--- src/rtl/mips16_ctrl_pkg.sv ---
// Shared encodings for the multicycle MIPS16 control loop: FSM states,
// control-word bit positions, PC source selects and opcodes.
package mips16_ctrl_pkg;

  typedef enum logic [3:0] {
    ST_FETCH  = 4'd0,  ST_DECODE = 4'd1,  ST_MEMADR = 4'd2,  ST_MEMRD  = 4'd3,
    ST_MEMWB  = 4'd4,  ST_MEMWR  = 4'd5,  ST_EXEC   = 4'd6,  ST_ALUWB  = 4'd7,
    ST_BRANCH = 4'd8,  ST_JUMP   = 4'd9,  ST_HALT   = 4'd10, ST_ADDI   = 4'd11,
    ST_ADDIWB = 4'd12, ST_LUI    = 4'd13
  } state_e;

  localparam logic [3:0] ST_LAST = 4'd13;

  localparam int CW_PC_SRC_HI = 15;
  localparam int CW_PC_SRC_LO = 14;
  localparam int CW_PC_WRITE  = 13;
  localparam int CW_PC_WCOND  = 12;
  localparam int CW_MEM_RD    = 11;
  localparam int CW_MEM_WR    = 10;
  localparam int CW_IORD      = 9;
  localparam int CW_IR_WRITE  = 8;

  typedef enum logic [1:0] {
    PC_SRC_ALU    = 2'b00,
    PC_SRC_ALUOUT = 2'b01,
    PC_SRC_JUMP   = 2'b10,
    PC_SRC_RSVD   = 2'b11
  } pc_src_e;

  localparam logic [3:0] OP_ADD  = 4'h0, OP_SUB = 4'h1, OP_AND = 4'h2, OP_OR   = 4'h3;
  localparam logic [3:0] OP_SLT  = 4'h4, OP_ADDI = 4'h5, OP_LW = 4'h6, OP_SW   = 4'h7;
  localparam logic [3:0] OP_BEQ  = 4'h8, OP_LUI = 4'h9, OP_HALT = 4'hA, OP_J   = 4'hB;

  // Encodings beyond the last defined state fall back to FETCH.
  function automatic state_e legal_state(logic [3:0] s);
    return (s > ST_LAST) ? ST_FETCH : state_e'(s);
  endfunction

endpackage

--- src/rtl/fetch_sequencer_if.sv ---
// Control-unit / datapath / memory signals seen by the fetch sequencer.
interface fetch_sequencer_if;
  logic [15:0] control;
  logic [3:0]  next_state;
  logic [15:0] alu_result;
  logic [15:0] alu_out;
  logic        alu_zero;
  logic [15:0] mem_rdata;
  logic        mem_ready;
  logic [3:0]  prev_state;
  logic [3:0]  opcode;
  logic [15:0] ir;
  logic [15:0] pc;
  logic [15:0] mem_addr;
  logic        mem_rd;
  logic        mem_wr;
  logic        stall;
  logic        halted;
  logic        mem_err;

  modport master (
    input  control, next_state, alu_result, alu_out, alu_zero, mem_rdata, mem_ready,
    output prev_state, opcode, ir, pc, mem_addr, mem_rd, mem_wr, stall, halted, mem_err
  );

  modport slave (
    output control, next_state, alu_result, alu_out, alu_zero, mem_rdata, mem_ready,
    input  prev_state, opcode, ir, pc, mem_addr, mem_rd, mem_wr, stall, halted, mem_err
  );
endinterface

--- src/rtl/mem_wait_timer.sv ---
// Memory wait tracking: raises stall while an access is pending and latches a
// sticky error once the access has waited MEM_TIMEOUT cycles and is still pending.
module mem_wait_timer #(
  parameter int MEM_TIMEOUT = 15
) (
  input  logic clock,
  input  logic reset,
  input  logic access,
  input  logic mem_ready,
  output logic stall,
  output logic mem_err
);
  localparam int CW = $clog2(MEM_TIMEOUT + 1);

  logic [CW-1:0] wait_cnt;

  assign stall = access & ~mem_ready;

  always_ff @(posedge clock) begin
    if (reset) begin
      wait_cnt <= '0;
      mem_err  <= 1'b0;
    end else if (stall) begin
      if (wait_cnt == CW'(MEM_TIMEOUT)) mem_err <= 1'b1;
      else                              wait_cnt <= wait_cnt + 1'b1;
    end else begin
      wait_cnt <= '0;
    end
  end
endmodule

--- src/rtl/fetch_sequencer.sv ---
// Fetch sequencer: owns FSM state, PC, IR and the memory handshake, and applies
// the control unit's word/next_state on each rising edge unless stalled.
module fetch_sequencer import mips16_ctrl_pkg::*; #(
  parameter logic [15:0] RESET_PC    = 16'h0000,
  parameter int          MEM_TIMEOUT = 15
) (
  input logic              clock,
  input logic              reset,
  fetch_sequencer_if.master bus
);
  state_e      state_q, state_d;
  logic [15:0] pc_q, pc_d, ir_q, ctl;
  logic        halted, rd_req, wr_req, stall, mem_err, advance, pc_load;
  pc_src_e     pc_src;
  logic        unused_cw;

  assign ctl       = bus.control;
  assign unused_cw = ^ctl[7:0];
  assign pc_src    = pc_src_e'(ctl[CW_PC_SRC_HI:CW_PC_SRC_LO]);

  // Requests are gated by reset too, so a reset mid-access drops them at once.
  assign wr_req  = ctl[CW_MEM_WR] & ~halted & ~mem_err & ~reset;
  assign rd_req  = ctl[CW_MEM_RD] & ~ctl[CW_MEM_WR] & ~halted & ~mem_err & ~reset;
  assign advance = ~stall & ~halted & ~mem_err;
  assign pc_load = ctl[CW_PC_WRITE] | (ctl[CW_PC_WCOND] & bus.alu_zero);

  mem_wait_timer #(.MEM_TIMEOUT(MEM_TIMEOUT)) u_timer (
    .clock     (clock),
    .reset     (reset),
    .access    (rd_req | wr_req),
    .mem_ready (bus.mem_ready),
    .stall     (stall),
    .mem_err   (mem_err)
  );

  always_ff @(posedge clock) begin
    if (reset) state_q <= ST_FETCH;
    else       state_q <= state_d;
  end

  always_comb begin
    state_d = state_q;
    if (advance) state_d = legal_state(bus.next_state);
  end

  always_comb begin
    halted = (state_q == ST_HALT);
  end

  always_comb begin
    pc_d = pc_q;
    if (advance && pc_load) begin
      case (pc_src)
        PC_SRC_ALU:    pc_d = bus.alu_result;
        PC_SRC_ALUOUT: pc_d = bus.alu_out;
        PC_SRC_JUMP:   pc_d = {pc_q[15:12], ir_q[11:0]};
        default:       pc_d = pc_q;
      endcase
    end
  end

  // rd_req & mem_ready already implies not stalled, halted or in error.
  always_ff @(posedge clock) begin
    if (reset) begin
      pc_q <= RESET_PC;
      ir_q <= '0;
    end else begin
      pc_q <= pc_d;
      if (ctl[CW_IR_WRITE] & rd_req & bus.mem_ready) ir_q <= bus.mem_rdata;
    end
  end

  assign bus.prev_state = state_q;
  assign bus.opcode     = ir_q[15:12];
  assign bus.ir         = ir_q;
  assign bus.pc         = pc_q;
  assign bus.mem_addr   = ctl[CW_IORD] ? bus.alu_out : pc_q;
  assign bus.mem_rd     = rd_req;
  assign bus.mem_wr     = wr_req;
  assign bus.stall      = stall;
  assign bus.halted     = halted;
  assign bus.mem_err    = mem_err;
endmodule

--- src/flat_wrapper.sv ---
// flat-port wrapper written by rule: the top's interface ports become plain ports
module fetch_sequencer_flat import mips16_ctrl_pkg::*;
#(
  parameter logic [15:0] RESET_PC    = 16'h0000,
  parameter int          MEM_TIMEOUT = 15
)
  (clock, reset, bus_control, bus_next_state, bus_alu_result, bus_alu_out, bus_alu_zero, bus_mem_rdata, bus_mem_ready, bus_prev_state, bus_opcode, bus_ir, bus_pc, bus_mem_addr, bus_mem_rd, bus_mem_wr, bus_stall, bus_halted, bus_mem_err);
  fetch_sequencer_if bus_i ();
  input logic clock;
  input logic reset;
  input wire logic [$bits(bus_i.control)-1:0] bus_control;
  input wire logic [$bits(bus_i.next_state)-1:0] bus_next_state;
  input wire logic [$bits(bus_i.alu_result)-1:0] bus_alu_result;
  input wire logic [$bits(bus_i.alu_out)-1:0] bus_alu_out;
  input wire logic [$bits(bus_i.alu_zero)-1:0] bus_alu_zero;
  input wire logic [$bits(bus_i.mem_rdata)-1:0] bus_mem_rdata;
  input wire logic [$bits(bus_i.mem_ready)-1:0] bus_mem_ready;
  output wire logic [$bits(bus_i.prev_state)-1:0] bus_prev_state;
  output wire logic [$bits(bus_i.opcode)-1:0] bus_opcode;
  output wire logic [$bits(bus_i.ir)-1:0] bus_ir;
  output wire logic [$bits(bus_i.pc)-1:0] bus_pc;
  output wire logic [$bits(bus_i.mem_addr)-1:0] bus_mem_addr;
  output wire logic [$bits(bus_i.mem_rd)-1:0] bus_mem_rd;
  output wire logic [$bits(bus_i.mem_wr)-1:0] bus_mem_wr;
  output wire logic [$bits(bus_i.stall)-1:0] bus_stall;
  output wire logic [$bits(bus_i.halted)-1:0] bus_halted;
  output wire logic [$bits(bus_i.mem_err)-1:0] bus_mem_err;
  assign bus_i.control = bus_control;
  assign bus_i.next_state = bus_next_state;
  assign bus_i.alu_result = bus_alu_result;
  assign bus_i.alu_out = bus_alu_out;
  assign bus_i.alu_zero = bus_alu_zero;
  assign bus_i.mem_rdata = bus_mem_rdata;
  assign bus_i.mem_ready = bus_mem_ready;
  assign bus_prev_state = bus_i.prev_state;
  assign bus_opcode = bus_i.opcode;
  assign bus_ir = bus_i.ir;
  assign bus_pc = bus_i.pc;
  assign bus_mem_addr = bus_i.mem_addr;
  assign bus_mem_rd = bus_i.mem_rd;
  assign bus_mem_wr = bus_i.mem_wr;
  assign bus_stall = bus_i.stall;
  assign bus_halted = bus_i.halted;
  assign bus_mem_err = bus_i.mem_err;
  fetch_sequencer #(.RESET_PC(RESET_PC), .MEM_TIMEOUT(MEM_TIMEOUT)) u_core (.clock(clock), .reset(reset), .bus(bus_i));
endmodule
--- config.mk ---
export PLATFORM = sky130hd
export DESIGN_NAME = fetch_sequencer_flat
export DESIGN_NICKNAME = d
export VERILOG_FILES = /design/src/rtl/mips16_ctrl_pkg.sv /design/src/rtl/fetch_sequencer_if.sv /design/src/rtl/mem_wait_timer.sv /design/src/rtl/fetch_sequencer.sv /design/src/flat_wrapper.sv
export SDC_FILE = /design/constraint.sdc
export NUM_CORES = 1
export LEC_CHECK = 0
export ABC_CLOCK_PERIOD_IN_PS = 2000
export CORE_UTILIZATION = 35
export DETAILED_ROUTE_END_ITERATION = 10
export GPL_ROUTABILITY_DRIVEN = 0
export PLACE_DENSITY = 0.73
export SYNTH_ARGS = -nofsm -noshare
export SYNTH_HDL_FRONTEND = slang
export SYNTH_HIERARCHICAL = 1
export SYNTH_SLANG_ARGS = --single-unit
--- constraint.sdc ---
create_clock -name clock -period 2 [get_ports clock]
set_input_delay 0.2 -clock clock [delete_from_list [all_inputs] [get_ports clock]]
set_output_delay 0.2 -clock clock [all_outputs]
set_load 0.005 [all_outputs]
==> results of run 1 <==
[cell usage after synthesis (2+ instances only)]
cell	number	share of area, %
dfxtp_1	41	35
nor2_1	23	3.7
nand2_1	21	3.4
nor2b_1	19	5.1
mux2_1	14	6.7
mux2i_1	14	6.0
a211o_1	12	4.5
a22oi_1	12	3.9
mux2_2	12	5.8
clkbuf_1	11	1.8
mux2_4	9	5.8
a21oi_1	7	1.5
nand3_1	6	1.3
ha_1	5	2.7
buf_4	4	1.3
nand2b_1	4	1.1
a211oi_1	2	0.64
buf_1	2	0.32
buf_2	2	0.43
inv_1	2	0.32
inv_2	2	0.32
nand4_1	2	0.54
nor3_1	2	0.43
[per-layer routing]
metal | GRT usage [%] | up-vias
met5 | 0 | -
met2 | 35.8 | 69
met4 | 6.32 | 0
met1 | 24.8 | 1087
li1 | - | 1134
met3 | 4.35 | 10
[registers in the layout (all words and copies together), names as in the netlist]
| name | flops |
|---|---|
| u_core/bus.prev_state | 4 |
| u_core/bus.ir | 16 |
| u_core/u_timer/wait_cnt | 4 |
| u_core/bus.pc | 16 |
| u_core/u_timer/mem_err | 1 |
[worst max-delay path: stages (launching register included)]
cell	delay, ns
dfxtp_2	0.32
nand4bb_4	0.24
inv_4	0.09
nor4_4	0.04
nor2b_4	0.13
or2_4	0.25
buf_6	0.12
nor4_4	0.19
buf_4	0.19
clkbuf_16	0.16
mux2i_1	0.18
[cell type report]
| class | instances | area share [%] |
|---|---|---|
| Sequential cell | 41 | 20.7 |
| Timing Repair Buffer | 148 | 37.3 |
| Tap cell | 77 | 2.42 |
| Clock inverter | 1 | 0.126 |
| Clock buffer | 7 | 2.42 |
| Inverter | 4 | 0.440 |
| Multi-Input combinational cell | 180 | 36.6 |
[power groups by stage]
stage | logic (W) | clock network (W) | registers (W)
after floorplan | 0.000227 | 0 | 0.000904
after global placement | 0.000583 | 0 | 0.000903
after detailed placement | 0.000590 | 0 | 0.000905
after CTS | 0.000596 | 0.000615 | 0.000886
after global routing | 0.000651 | 0.000659 | 0.000893
final | 0.000609 | 0.000596 | 0.000886
[worst paths after layout]
check                                        start                                   to  slack [ns]  depth (start not counted)
min                                          reset  u_core/u_timer/mem_err$_SDFFE_PP0P_        0.34                          3
max          u_core/bus.prev_state[2]$_SDFFE_PP0P_        u_core/bus.pc[9]$_SDFFE_PP0P_        0.01                         10
min reg2reg          u_core/bus.pc[4]$_SDFFE_PP0P_        u_core/bus.pc[4]$_SDFFE_PP0P_        0.48                          2
max reg2reg  u_core/bus.prev_state[2]$_SDFFE_PP0P_        u_core/bus.pc[9]$_SDFFE_PP0P_        0.01                         10
[repair_timing]
item	CTS	global route
gates cloned	0	1
endpoints found under the setup margin	7	16
hold endpoints to repair	0	0
setup buffers	0	3
gates resized for setup	7	1
[cell families after synthesis]
logic type / after synthesis
simple gates: 89
fa+ha+maj: 5
xor+xnor: 1
buf+inv: 24
compound gates: 36
flops: 41
mux: 49
[metrics by stage]
step | TNS, ns | setup WS, ns | util, %
global route | -0.423 | -0.0396 | 62.4
floorplan | -0.417 | -0.104 | -
global placement | -2.46 | -0.192 | 59.8
CTS | 0 | 0.0266 | 61.6
detailed placement | -3.39 | -0.251 | 59.8
finish | 0 | 0.0134 | 62.4
==> results.json, run 1 <==
{
  "fin_crit_sh_pct": 99.3,
  "grt_pass1_vias": 2278,
  "rows": 29,
  "crit_fanout": 6,
  "mostFrequentLayoutCells": "120 x clkdlybuf4s50_1, 39 x dfxtp_1, 23 x nor2_1",
  "muxShareOfSynthArea_pct": 24.3,
  "grt_usage_pct": 20.4,
  "wl_met2_mm": 3.59,
  "startpoint_type": "register",
  "syn_nets": 322,
  "drv_slew": 0,
  "arrival_ns": 2.20,
  "drt_wl_total_mm": 7.15,
  "synth-compound-area-share_pct": 11.5,
  "yosys.cell_types.count": 40,
  "vias": 2300,
  "synth_ff_type": "dfxtp_1",
  "async_reset_ff_share_pct": 0,
  "grt_pass1_wl_mm": 11.5,
  "worst_pin_slew_ns": 0.366,
  "yosys_warnings": 6,
  "grt-ovfl-total": 0,
  "power_switching_w": 0.000530,
  "clkLatencyLatePin_ns": 0.29,
  "p_int_w": 0.00156,
  "cts_sinks": 41,
  "holdCritPathClass": "in2reg",
  "num-fill-cells": 543,
  "drtPass1Iterations": 4,
  "core-area_sq_mm": 0.00639,
  "switching_share_pct": 25.3,
  "critPathKind": "reg2reg",
  "final_common_cell": "clkdlybuf4s50_1",
  "synth_edf_count": 0,
  "cp-end-kind": "register",
  "synth.avg_cell_area_sq_um": 9.53,
  "final_hold_viol_count": 0,
  "pin_count": 133,
  "syn_inst": 245,
  "post_dp_cell_area_sq_mm": 0.00382,
  "cts_tree": "yes",
  "crit_required_ns": 2.22,
  "dpl.hpwl_mm": 5.19,
  "rsz0062_at_grt": "yes",
  "max_cap_viol_count": 0,
  "powerDensity_mw_per_mm2": 525,
  "fin_cells": 458,
  "die-area_sq_mm": 0.00700,
  "wl_per_cell_um": 15.6,
  "multi_input_area_sq_mm": 0.00146,
  "synthesis.area_sq_mm": 0.00234,
  "drive_gt1_share_pct": 18.9,
  "hold_slack_ns": 0.345,
  "finalCriticalPeriod_ns": 1.99,
  "yosysSeqAreaShare_pct": 35.1,
  "nets": 457,
  "antenna_found_initial": 0,
  "synth_top_family_by_area": "multiplexers",
  "die_x_um": 83.7,
  "ff_latch_area_sq_um": 823,
  "wl_met3_um": 388,
  "root_buffer": "clkbuf_8",
  "max-clock-path-buffers": 2,
  "initial_utilization_pct": 36.6,
  "antenna_cells": 0,
  "seqPwrFrac_pct": 42.4,
  "io_buffer_count": 124,
  "p_leak_nw": 1.60,
  "synthAdderAreaFrac_pct": 2.68,
  "yosys.area_share.simple_pct": 20.9,
  "highest_layer": "met4",
  "synth_xor_area_share_pct": 0.375,
  "drt-met1-wl_mm": 3.04,
  "grt_max_degree": 33,
  "path_clk_slew_ns": 0.08,
  "hold_buffers": 0,
  "numCtsBuffers": 5,
  "synth-seq-cells": 41,
  "p_clk_share_pct": 28.5,
  "vias_per_cell": 5.02,
  "clock.fmax_ghz": 0.503,
  "area_growth_pct": 70.5,
  "route.detailed.drc": 0,
  "status": "completed",
  "slew_headroom_pct": 75.6,
  "finalPower_w": 0.00209,
  "first_iter_violations": 90,
  "clock_skew_ns": 0.00359,
  "place_inst": 446,
  "ir_worst_vdd_uv": 381,
  "detail-route-antenna-nets": 0,
  "setup_viol": 0,
  "htreeDepth": 2,
  "finalInstanceArea_sq_mm": 0.00398,
  "combPwrFrac_pct": 29.1,
  "die-height_um": 83.7
}
Note: power is estimated with default switching activity, not from simulation.
==> inputs of run 2 (changes only) <==
CORE_ASPECT_RATIO = 0.75   (was default)
==> run 2 against run 1 <==
Compared with the run above: clock skew rose by 0.0032 ns; largest power group unchanged; register-to-register slack about the same; sequential power is essentially flat; combinational power barely moved; final area increased by 0.22%; critical path depth is the same; power decreased by 0.67%; sequential share of layout area is essentially flat; critical path type unchanged.
==> results.json, run 2 (synthesis gave the netlist of run 1 again) <==
{
  "status": "completed",
  "p_leak_nw": 1.62,
  "cpMostUsedCell": "nor4_4",
  "powerDensity_mw_per_mm2": 520,
  "die_x_um": 96.3,
  "path_clk_slew_ns": 0.07,
  "mostFrequentLayoutCells": "120 x clkdlybuf4s50_1, 38 x dfxtp_1, 23 x nor2_1",
  "max_cap_viol_count": 0,
  "arrival_ns": 2.20,
  "path_delay_family": "simple AND/OR/NAND/NOR gates",
  "cp-startpoint": "u_core/bus.prev_state[0]$_SDFFE_PP0P_",
  "ir_worst_vdd_uv": 306,
  "initial_utilization_pct": 36.6,
  "grt_usage_pct": 19.8,
  "crit_buf_inv": 4,
  "r2r_slack_ns": 0.007,
  "clkLatencyLatePin_ns": 0.29,
  "first_iter_violations": 94,
  "clock.fmax_ghz": 0.502,
  "detail-route-antenna-nets": 0,
  "r2r-end": "u_core/bus.pc[11]$_SDFFE_PP0P_",
  "die-area_sq_mm": 0.00701,
  "clock_skew_ns": 0.00680,
  "p_clk_share_pct": 28.2,
  "cp-endpoint": "u_core/bus.pc[11]$_SDFFE_PP0P_",
  "fin_tns_setup_ns": 0,
  "slew_headroom_pct": 77.1,
  "switching_share_pct": 24.9,
  "crit_chain": "nand4bb_4, inv_4, nor4_4, nor2b_4, or2_4, buf_6, nor4_4, buf_4, buf_12, mux2i_1",
  "wl_per_cell_um": 15.6,
  "rsz0062_at_grt": "yes",
  "final_hold_viol_count": 0,
  "grt_pass1_wl_mm": 10.7,
  "hold_slack_ns": 0.430,
  "timing.rr.start": "u_core/bus.prev_state[0]$_SDFFE_PP0P_",
  "ff2ff_path_depth": 10,
  "finalCriticalPeriod_ns": 1.99,
  "cp_slowest_cell": "dfxtp_2",
  "grt_pass1_vias": 2225,
  "hold_buffers": 0,
  "grt-ovfl-total": 0,
  "critPathKind": "reg2reg",
  "cts_sinks": 41,
  "max-clock-path-buffers": 2,
  "htreeDepth": 2,
  "cp-end-kind": "register",
  "cts_tree": "yes",
  "worst_pin_slew_ns": 0.343,
  "route.detailed.drc": 0,
  "die-height_um": 72.8,
  "antenna_cells": 0,
  "dpl.hpwl_mm": 5.20,
  "rows": 25,
  "holdCritPathClass": "in2reg",
  "seqPwrFrac_pct": 42.6,
  "finalPower_w": 0.00208,
  "antenna_found_initial": 0,
  "fin_crit_sh_pct": 99.7,
  "crit_fanout": 6,
  "cpPeakStageDelay_ns": 0.32,
  "root_buffer": "clkbuf_8",
  "drv_slew": 0,
  "path_depth": 10,
  "drtPass1Iterations": 4,
  "pin_count": 133,
  "drt_wl_total_mm": 7.21,
  "p_int_w": 0.00156,
  "grt_max_degree": 23,
  "combPwrFrac_pct": 29.2,
  "area_growth_pct": 70.9,
  "vias": 2275,
  "nets": 458,
  "vias_per_cell": 4.91,
  "numCtsBuffers": 5,
  "setup_viol": 0,
  "io_buffer_count": 124,
  "final_common_cell": "clkdlybuf4s50_1",
  "core-area_sq_mm": 0.00638,
  "crit_required_ns": 2.21,
  "startpoint_type": "register",
  "drive_gt1_share_pct": 19.4,
  "power_switching_w": 0.000518
}
-- run 2: changes by cell type in the layout (fill, tap and decap cells not counted) --
cell and change:
dlymetal6s2s_1 +2, dlygate4sd2_1 -2, buf_4 +2, dfxtp_2 +1, buf_12 -1, dfxtp_1 -1
-- run 2: how the worst min path moves through the flow --
stage,from,to,slack (ns),cells past startpoint
after floorplan,reset,u_core/u_timer/mem_err$_SDFFE_PP0P_,0.27,1
after global placement,u_core/bus.pc[6]$_SDFFE_PP0P_,u_core/bus.pc[6]$_SDFFE_PP0P_,0.46,2
after detailed placement,u_core/bus.pc[6]$_SDFFE_PP0P_,u_core/bus.pc[6]$_SDFFE_PP0P_,0.47,2
after CTS,reset,u_core/bus.prev_state[2]$_SDFFE_PP0P_,0.42,3
after global routing,reset,u_core/u_timer/mem_err$_SDFFE_PP0P_,0.44,3
final,reset,u_core/u_timer/mem_err$_SDFFE_PP0P_,0.43,3
-- run 2: layout make-up --
class	instances	area (sq um)
inverter	4	17.5
clock inverter	1	5.00
sequential	41	825
timing repair buffer	149	1490
tap	81	101
fill	566	2390
multi-input combinational	180	1460
clock buffer	7	96.3
-- run 2: per-layer routing --
layer | global-route usage [%] | vias up | routed length, um
li1 | - | 1140 | -
met1 | 25.9 | 1059 | 3290
met4 | 4.08 | 0 | 18
met2 | 32.9 | 74 | 3350
met3 | 5.21 | 2 | 554
met5 | 0 | - | 0
-- run 2: metrics by stage --
| stage | setup WS [ns] | cells | area, sq um | utilization (%) |
|---|---|---|---|---|
| floorplan | -0.104 | 245 | 2390 | - |
| finish | 0.00674 | 463 | 3990 | 62.6 |
| global placement | -0.193 | 451 | 3820 | 59.8 |
| global route | -0.0733 | 463 | 3990 | 62.6 |
| detailed placement | -0.216 | 451 | 3820 | 59.8 |
| CTS | 0.0228 | 459 | 3920 | 61.5 |
-- run 2: worst reg2reg max path: stages (launching register included) --
cell,delay [ns]
dfxtp_2,0.32
nand4bb_4,0.23
inv_4,0.08
nor4_4,0.04
nor2b_4,0.14
or2_4,0.24
buf_6,0.13
nor4_4,0.24
buf_4,0.18
buf_12,0.13
mux2i_1,0.20
-- run 2: power groups by stage --
stage                     Sequential, W  Combinational (W)  Clock (W)
final                          0.000886           0.000606   0.000585
after global placement         0.000902           0.000579          0
after detailed placement       0.000904           0.000584          0
after global routing           0.000891           0.000652   0.000643
after CTS                      0.000885           0.000589   0.000603
after floorplan                0.000904           0.000227          0
-- run 2: repair_timing --
| item | CTS | global route |
|---|---|---|
| gates cloned | 0 | 1 |
| pin swaps | 0 | 3 |
| setup buffers | 0 | 3 |
| setup endpoints to repair | 5 | 5 |
| gates resized for setup | 2 | 7 |
==> inputs of run 3 (changes only) <==
CAP_MARGIN = 5   (was default)
==> results of run 3 <==
Same layout as run 2: the final DEF is identical, and so are final timing and power.
